<file path="src/rtl/ibex_pkg.sv">
// Shared Ibex types used by the sequential divider: multdiv operation codes,
// divider FSM states and small operation-decode helpers.
package ibex_pkg;

    typedef enum logic [1:0] {
        MD_OP_DIV  = 2'd0,
        MD_OP_DIVU = 2'd1,
        MD_OP_REM  = 2'd2,
        MD_OP_REMU = 2'd3
    } md_op_e;

    typedef enum logic [2:0] {
        IDLE  = 3'd0,
        ABS_A = 3'd1,
        ABS_B = 3'd2,
        ITER  = 3'd3,
        FIX   = 3'd4,
        DONE  = 3'd5
    } div_state_e;

    localparam int unsigned DIV_ITERS = 32;

    function automatic logic md_op_signed(input md_op_e op);
        return (op == MD_OP_DIV) || (op == MD_OP_REM);
    endfunction

    function automatic logic md_op_rem(input md_op_e op);
        return (op == MD_OP_REM) || (op == MD_OP_REMU);
    endfunction

endpackage

</file>
<file path="src/rtl/ibex_div_seq.sv">
// Sequential 32-bit restoring divider borrowing the ALU's shared adder.
// Optional macro IBEX_DIV_FAST_PATH_EN: divide-by-zero finishes straight from IDLE.
module ibex_div_seq
    import ibex_pkg::*;
(
    input  logic        clk_i,
    input  logic        rst_ni,
    input  logic        div_en_i,
    input  md_op_e      operator_i,
    input  logic [31:0] op_a_i,
    input  logic [31:0] op_b_i,
    output logic [32:0] alu_operand_a_o,
    output logic [32:0] alu_operand_b_o,
    output logic        multdiv_en_o,
    input  logic [33:0] alu_adder_ext_i,
    output logic        valid_o,
    output logic [31:0] result_o
);

    div_state_e  state_reg, state_next;
    logic [5:0]  cnt_reg;
    md_op_e      op_reg;
    logic [31:0] dividend_reg, divisor_reg;
    logic        a_neg_reg, b_neg_reg;
    logic [31:0] rem_reg, quot_reg, result_reg;

    logic [31:0] adder_res;
    logic        adder_carry;
    logic [31:0] rem_shifted;
    logic        q_bit;
    logic        is_rem;
    logic        fix_neg;
    logic [31:0] fix_val;
    logic        fast_zero;
    logic        unused_adder_lsb;

    assign adder_res        = alu_adder_ext_i[32:1];
    assign adder_carry      = alu_adder_ext_i[33];
    assign unused_adder_lsb = alu_adder_ext_i[0];

    // The bit shifted out of rem makes the partial remainder a 33-bit value
    // that always exceeds the divisor, so it forces a subtraction.
    assign rem_shifted = {rem_reg[30:0], quot_reg[31]};
    assign q_bit       = rem_reg[31] | adder_carry;

    assign is_rem  = md_op_rem(op_reg);
    assign fix_val = is_rem ? rem_reg : quot_reg;
    assign fix_neg = is_rem ? a_neg_reg
                            : ((a_neg_reg ^ b_neg_reg) && (divisor_reg != 32'd0));

`ifdef IBEX_DIV_FAST_PATH_EN
    assign fast_zero = (op_b_i == 32'd0);
`else
    assign fast_zero = 1'b0;
`endif

    always_ff @(posedge clk_i or negedge rst_ni) begin
        if (!rst_ni) begin
            state_reg <= IDLE;
        end else begin
            state_reg <= state_next;
        end
    end

    always_comb begin
        state_next = state_reg;
        case (state_reg)
            IDLE:    if (div_en_i) state_next = fast_zero ? DONE : ABS_A;
            ABS_A:   state_next = ABS_B;
            ABS_B:   state_next = ITER;
            ITER:    if (cnt_reg == 6'(DIV_ITERS - 1)) state_next = FIX;
            FIX:     state_next = DONE;
            DONE:    state_next = IDLE;
            default: state_next = IDLE;
        endcase
        if ((state_reg != IDLE) && !div_en_i) begin
            state_next = IDLE;
        end
    end

    // x - y is presented as {x,1} + {~y,1}; negation is the x = 0 case.
    always_comb begin
        multdiv_en_o    = 1'b0;
        alu_operand_a_o = 33'd0;
        alu_operand_b_o = 33'd0;
        valid_o         = 1'b0;
        result_o        = 32'd0;
        case (state_reg)
            ABS_A: begin
                multdiv_en_o    = 1'b1;
                alu_operand_a_o = {32'd0, 1'b1};
                alu_operand_b_o = {~dividend_reg, 1'b1};
            end
            ABS_B: begin
                multdiv_en_o    = 1'b1;
                alu_operand_a_o = {32'd0, 1'b1};
                alu_operand_b_o = {~divisor_reg, 1'b1};
            end
            ITER: begin
                multdiv_en_o    = 1'b1;
                alu_operand_a_o = {rem_shifted, 1'b1};
                alu_operand_b_o = {~divisor_reg, 1'b1};
            end
            FIX: begin
                multdiv_en_o    = 1'b1;
                alu_operand_a_o = {32'd0, 1'b1};
                alu_operand_b_o = {~fix_val, 1'b1};
            end
            DONE: begin
                valid_o  = div_en_i;
                result_o = div_en_i ? result_reg : 32'd0;
            end
            default: begin
                multdiv_en_o = 1'b0;
            end
        endcase
    end

    always_ff @(posedge clk_i or negedge rst_ni) begin
        if (!rst_ni) begin
            cnt_reg      <= 6'd0;
            op_reg       <= MD_OP_DIV;
            dividend_reg <= 32'd0;
            divisor_reg  <= 32'd0;
            a_neg_reg    <= 1'b0;
            b_neg_reg    <= 1'b0;
            rem_reg      <= 32'd0;
            quot_reg     <= 32'd0;
            result_reg   <= 32'd0;
        end else begin
            case (state_reg)
                IDLE: if (div_en_i) begin
                    op_reg       <= operator_i;
                    dividend_reg <= op_a_i;
                    divisor_reg  <= op_b_i;
                    a_neg_reg    <= md_op_signed(operator_i) & op_a_i[31];
                    b_neg_reg    <= md_op_signed(operator_i) & op_b_i[31];
                    cnt_reg      <= 6'd0;
                    // Only used by the zero-divisor fast path; FIX overwrites it otherwise.
                    result_reg   <= md_op_rem(operator_i) ? op_a_i : 32'hFFFF_FFFF;
                end
                ABS_A: if (a_neg_reg) dividend_reg <= adder_res;
                ABS_B: begin
                    if (b_neg_reg) divisor_reg <= adder_res;
                    rem_reg  <= 32'd0;
                    quot_reg <= dividend_reg;
                end
                ITER: begin
                    rem_reg  <= q_bit ? adder_res : rem_shifted;
                    quot_reg <= {quot_reg[30:0], q_bit};
                    cnt_reg  <= cnt_reg + 6'd1;
                end
                FIX: result_reg <= fix_neg ? adder_res : fix_val;
                default: begin
                    cnt_reg <= cnt_reg;
                end
            endcase
        end
    end

endmodule

</file>
<file path="config.mk">
export PLATFORM = sky130hd
export DESIGN_NAME = ibex_div_seq
export DESIGN_NICKNAME = d
export VERILOG_FILES = /design/src/rtl/ibex_pkg.sv /design/src/rtl/ibex_div_seq.sv
export SDC_FILE = /design/constraint.sdc
export NUM_CORES = 1
export LEC_CHECK = 0
export CAP_MARGIN = 20
export CORE_MARGIN = 2
export CORE_UTILIZATION = 48
export CTS_BUF_LIST = sky130_fd_sc_hd__clkbuf_8
export DETAILED_ROUTE_END_ITERATION = 8
export GPL_ROUTABILITY_DRIVEN = 1
export HOLD_SLACK_MARGIN = 0.03
export PLACE_DENSITY = 0.84
export SLEW_MARGIN = 20
export SYNTH_ARGS = -nofsm -noshare
export SYNTH_HDL_FRONTEND = slang
export SYNTH_SLANG_ARGS = --single-unit
</file>
<file path="constraint.sdc">
create_clock -name clk_i -period 1.9 [get_ports clk_i]
set_clock_uncertainty 0.05 [all_clocks]
set_input_delay 0.38 -clock clk_i [delete_from_list [all_inputs] [get_ports clk_i]]
set_output_delay 0.38 -clock clk_i [all_outputs]
set_load 0.02 [all_outputs]
</file>
==> results of run 1 <==
==> metrics by stage <==
step / power [mW] / instances / area [um^2] / utilization, % / setup slack, ns
after floorplan: 6.95 / 1004 / 9520 / - / -0.00902
after global placement: 8.71 / 1522 / 12800 / 65.9 / -0.680
after detailed placement: 8.87 / 1522 / 12800 / 65.9 / -0.721
after CTS: 12.0 / 1565 / 13900 / 71.6 / -0.378
after global routing: 12.9 / 1583 / 14500 / 74.6 / -0.469
final: 12.5 / 1585 / 14500 / 74.6 / -0.431
==> worst max-delay path: stages, from the launching register on <==
cell and delay (ns):
dfrtp_2 0.46, buf_4 0.16, and2_4 0.18, buf_12 0.15, buf_4 0.14, nand2_4 0.07, o221ai_4 0.11, buf_6 0.15
==> timing repair <==
item / in CTS / in global routing
gates resized for setup: 688 / 113
gates cloned: 5 / 4
hold buffers: 1 / 0
pin swaps: 24 / 28
endpoints found under the setup margin: 197 / 214
hold endpoints to repair: 172 / 0
buffers inserted: 6 / 14
==> cells by family (layout without fill, tap and decap cells) <==
logic type	count (synthesis)	in the layout
simple gates	369	369
compound gates	211	211
flops	172	172
mux	158	158
buf+inv	87	401
xor+xnor	6	6
fa+ha+maj	1	1
other cells	0	2
==> Yosys cell counts, types with 2 or more instances <==
library cell and instances:
a21oi_1 3, and2_1 33, and3_1 33, buf_1 2, buf_2 27, buf_6 7
clkbuf_1 49, dfrtp_1 172, inv_1 2, mux2i_1 158, nand2_1 173, nand2b_1 3
nand3_1 6, nand3b_1 3, nor2_1 35, nor2_2 2, nor3_1 35, nor3_2 31
nor3b_1 3, nor4_1 6, o21ai_0 134, o221ai_1 32, o22ai_1 33, xnor2_1 4
xor2_1 2
==> worst min-delay path by stage <==
| stage | cells past startpoint | end |
|---|---|---|
| 2_1_floorplan | 0 | a_neg_reg |
| 3_3_place_gp | 1 | rem_reg[31] |
| 3_5_place_dp | 1 | rem_reg[31] |
| 4_1_cts | 2 | rem_reg[31] |
| 5_1_grt | 2 | rem_reg[31] |
| 6_report | 2 | rem_reg[31] |
==> layout make-up <==
type	count	area, um^2	share of cell area (%)
Sequential cell	172	4310	29.7
Antenna cell	2	5.00	0.0345
Inverter	2	7.51	0.0517
Multi-Input combinational cell	745	5600	38.6
Clock buffer	17	234	1.61
Tap cell	265	332	2.28
Timing Repair Buffer	368	3860	26.6
Clock inverter	14	173	1.19
==> routing by layer <==
layer  track usage (%)  part of all wire [%]  up-vias
met3              7.27                   8.8      136
met4              14.2                   4.2        0
li1                  -                     -     4196
met1              41.5                    38     4753
met2              54.5                    49      689
met5                 0                     0        -
==> power by group <==
part | internal (mW) | switching, mW
clock network | 1.30 | 1.46
registers | 4.44 | 0.875
logic | 2.11 | 2.31
total | 7.84 | 4.65
==> results.json, run 1 <==
{
  "grt_pass1_vias": 9545,
  "syn_nets": 1108,
  "synth-xor-area-share_pct": 0.552,
  "cp-startpoint": "state_reg[2]",
  "first_iter_violations": 960,
  "critical_path_arrival_ns": 1.90,
  "synth_top_area_share_pct": 45.3,
  "vias": 9774,
  "worst_setup_path_end_kind": "primary output",
  "yosys.area.top_type": "dfrtp_1",
  "io_pins": 203,
  "status": "complete, but fails checks",
  "yosysWarnings": 0,
  "yosys.area_share.simple_pct": 19.8,
  "cts_sinks": 172,
  "die_area_um2": 21000,
  "worst_slack_ns": -0.431,
  "rr_worst_depth": 6,
  "die_h_um": 145,
  "synth_edf_count": 0,
  "ys_types": 41,
  "r2r_start": "state_reg[0]",
  "numPortBuffers": 201,
  "critical_path_class": "reg -> out",
  "clk_pin_slew_ns": 0.10,
  "cts_buffers": 17,
  "power_density_nw_per_um2": 860,
  "start_kind": "flop",
  "final_cell_mix": "dfrtp_1 (168), nand2_1 (156), mux2i_1 (153)",
  "clock.fmax_ghz": 0.429,
  "synth_flop_cell": "dfrtp_1",
  "setup_tns_ns": -54.41,
  "cts-root-buf": "clkbuf_8",
  "grt_pass1_wl_um": 52200,
  "seq_area_frac_synth_pct": 45.3,
  "nets": 1410,
  "syn_area_um2": 9510,
  "hp-class": "in -> async",
  "clock_latency_ns": 0.48,
  "post-route-period-util_pct": 123,
  "syn_avg_cell_area_um2": 9.47,
  "h-tree-depth": 4,
  "synth_top_family_by_area": "simple AND/OR/NAND/NOR gates",
  "rsz0062_at_grt": "yes",
  "hpwl_um": 22000,
  "synth_fa_ha_area_share_pct": 0.132,
  "row_count": 51,
  "drv_slew": 0,
  "whs_ns": 0.183,
  "r2r_end": "dividend_reg[0]",
  "synth.top_cells.by_area": "dfrtp_1 (45%), mux2i_1 (17%), o21ai_0 (7.1%), nand2_1 (6.8%), nor3_2 (3.3%)",
  "synth_compound_area_share_pct": 13.3,
  "area_growth_pct": 52.7,
  "core-area_um2": 19500,
  "crit_fanout": 9,
  "drive_gt1_share_pct": 36.0,
  "layout_commonest_cell": "dfrtp_1",
  "violations": "negative setup slack",
  "cts_max_path_buffers": 2,
  "wire_per_inst_um": 23.1,
  "cp.required_ns": 1.47,
  "drt_wl_total_um": 36600,
  "die_w_um": 145,
  "nFillCells": 1199,
  "setup_violations": 201,
  "drt-pass1-iter-count": 7,
  "initial_utilization_pct": 48.9,
  "leakage_nw": 6.21,
  "reg2reg_slack_ns": -0.37,
  "route.detailed.drc": 0,
  "slew_headroom_pct": 56.4,
  "hold_violations": 0,
  "endpoint": "alu_operand_b_o[23]",
  "place_congestion": 0.880,
  "period_minus_slack_ns": 2.33,
  "muxShareOfSynthArea_pct": 16.6,
  "routed_via_density": 6.17,
  "antenna_found_initial": 1,
  "cts_tree": "yes",
  "synthCells": 1004,
  "async_reset_ff_share_pct": 100,
  "worst_pin_slew_ns": 0.653,
  "grt_use_total_pct": 32.9,
  "ys_seq_elements": 172,
  "max-cap-violations": 0,
  "grt_max_degree": 116,
  "grt-ovfl-total": 0,
  "ir_worst_vdd_uv": 599,
  "ant_nets": 0
}
(Power assumes the default switching activity.)
==> inputs of run 2 (changes only) <==
--- a/config.mk
+++ b/config.mk
@@ -6,7 +6,7 @@
 export NUM_CORES = 1
 export LEC_CHECK = 0
 export CAP_MARGIN = 20
-export CORE_MARGIN = 2
+export CORE_MARGIN = 10
 export CORE_UTILIZATION = 48
 export CTS_BUF_LIST = sky130_fd_sc_hd__clkbuf_8
 export DETAILED_ROUTE_END_ITERATION = 8
==> results.json, run 2 (synthesis gave the netlist of run 1 again) <==
{
  "ir_worst_vdd_uv": 581,
  "power_density_nw_per_um2": 869,
  "worst_slack_ns": -0.557,
  "routed_via_density": 6.92,
  "hp-class": "in -> async",
  "ant_nets": 0,
  "max-cap-violations": 0,
  "route.detailed.drc": 0,
  "clock.fmax_ghz": 0.407,
  "numPortBuffers": 201,
  "cts-root-buf": "clkbuf_8",
  "crit_fanout": 17,
  "final_cell_mix": "dfrtp_1 (166), mux2i_1 (136), nand2_1 (128)",
  "setup_violations": 232,
  "hold_violations": 0,
  "drv_slew": 0,
  "cp.required_ns": 1.47,
  "critical_path_arrival_ns": 2.03,
  "io_pins": 203,
  "place_congestion": 0.910,
  "rsz0062_at_grt": "yes",
  "grt_pass1_vias": 9903,
  "cts_max_path_buffers": 2,
  "grt_max_degree": 72,
  "drt_wl_total_um": 49500,
  "die_area_um2": 25800,
  "initial_utilization_pct": 48.9,
  "crit_slowest_cell": "dfrtp_2",
  "slew_headroom_pct": 71.7,
  "leakage_nw": 6.71,
  "cts_buffers": 17,
  "cts_tree": "yes",
  "post-route-period-util_pct": 129,
  "layout_commonest_cell": "dfrtp_1",
  "clk_pin_slew_ns": 0.10,
  "grt-ovfl-total": 0,
  "hpwl_um": 24300,
  "antenna_found_initial": 1,
  "worst_setup_path_end_kind": "primary output",
  "critical_path_class": "reg -> out",
  "period_minus_slack_ns": 2.46,
  "start_kind": "flop",
  "die_w_um": 161,
  "critPathTopFamily": "flip-flops",
  "die_h_um": 161,
  "path_cells": "buf_12 -> mux2i_1 -> nand2_1 -> o221ai_4 -> buf_6",
  "clock_latency_ns": 0.50,
  "p_total_mw": 13.7,
  "violations": "negative setup slack",
  "grt_use_total_pct": 26.3,
  "vias": 11300,
  "critPathMaxStageDelay_ns": 0.49,
  "drt-pass1-iter-count": 8,
  "status": "complete, but fails checks",
  "area_growth_pct": 65.8,
  "first_iter_violations": 1587,
  "antenna_cells": 0,
  "drive_gt1_share_pct": 43.8,
  "final_util_pct": 81.0,
  "cts_sinks": 172,
  "row_count": 51,
  "core-area_um2": 19500,
  "h-tree-depth": 4,
  "crit_buf_inv": 2,
  "grt_pass1_wl_um": 54900,
  "worst_pin_slew_ns": 0.424,
  "nets": 1453,
  "wire_per_inst_um": 30.4
}
## run 2: worst paths after layout
| check | start | end | slack (ns) | depth (start not counted) |
|---|---|---|---|---|
| worst min register to register | cnt_reg[2] | cnt_reg[2] | 0.48 | 1 |
| worst min-delay path | rst_ni | rem_reg[0] | 0.28 | 2 |
| worst max-delay path | op_reg[1] | alu_operand_b_o[2] | -0.56 | 5 |
| min in group clk_i | op_b_i[9] | divisor_reg[9] | 0.48 | 3 |
| worst max register to register | state_reg[1] | divisor_reg[28] | -0.45 | 11 |
| max in group asynchronous | rst_ni | dividend_reg[17] | 0.79 | 3 |
## run 2: metrics by stage
step / cell area [um^2] / setup WS [ns] / instances / hold slack [ns] / setup TNS (ns)
global placement: 12900 / -0.613 / 1530 / 0.235 / -54.33
CTS: 13600 / -0.365 / 1573 / 0.302 / -41.92
global route: 15800 / -0.559 / 1627 / 0.298 / -68.83
floorplan: 9520 / -0.00902 / 1004 / 0.0344 / -0.271
detailed placement: 12900 / -0.708 / 1530 / 0.234 / -65.38
finish: 15800 / -0.557 / 1627 / 0.276 / -60.83
## run 2: cell type report
type	count	area (um^2)
fill	918	3690
inverter	2	7.51
sequential	172	4310
multi-input combinational	745	6080
tap	265	332
clock buffer	19	262
clock inverter	13	119
timing repair buffer	411	4660
## run 2: power breakdown
group / switching (mW) / internal [mW]
Sequential: 1.01 / 4.44
Clock: 1.56 / 1.11
Combinational: 2.97 / 2.62
## run 2: per-layer routing
metal	routed length, um	vias to the layer above	track usage [%]
met3	7150	446	8.44
met5	0	-	0
met4	4440	0	9.84
li1	-	4307	-
met2	21700	1203	43.2
met1	16200	5306	31.5
## run 2: timing repair
| item | CTS | global route |
|---|---|---|
| cloned | 2 | 26 |
| hold buffers | 1 | 0 |
| setup endpoints to repair | 220 | 237 |
| hold endpoints to repair | 28 | 0 |
| pin swaps | 5 | 61 |
| setup buffers | 8 | 30 |
| gates resized for setup | 628 | 380 |
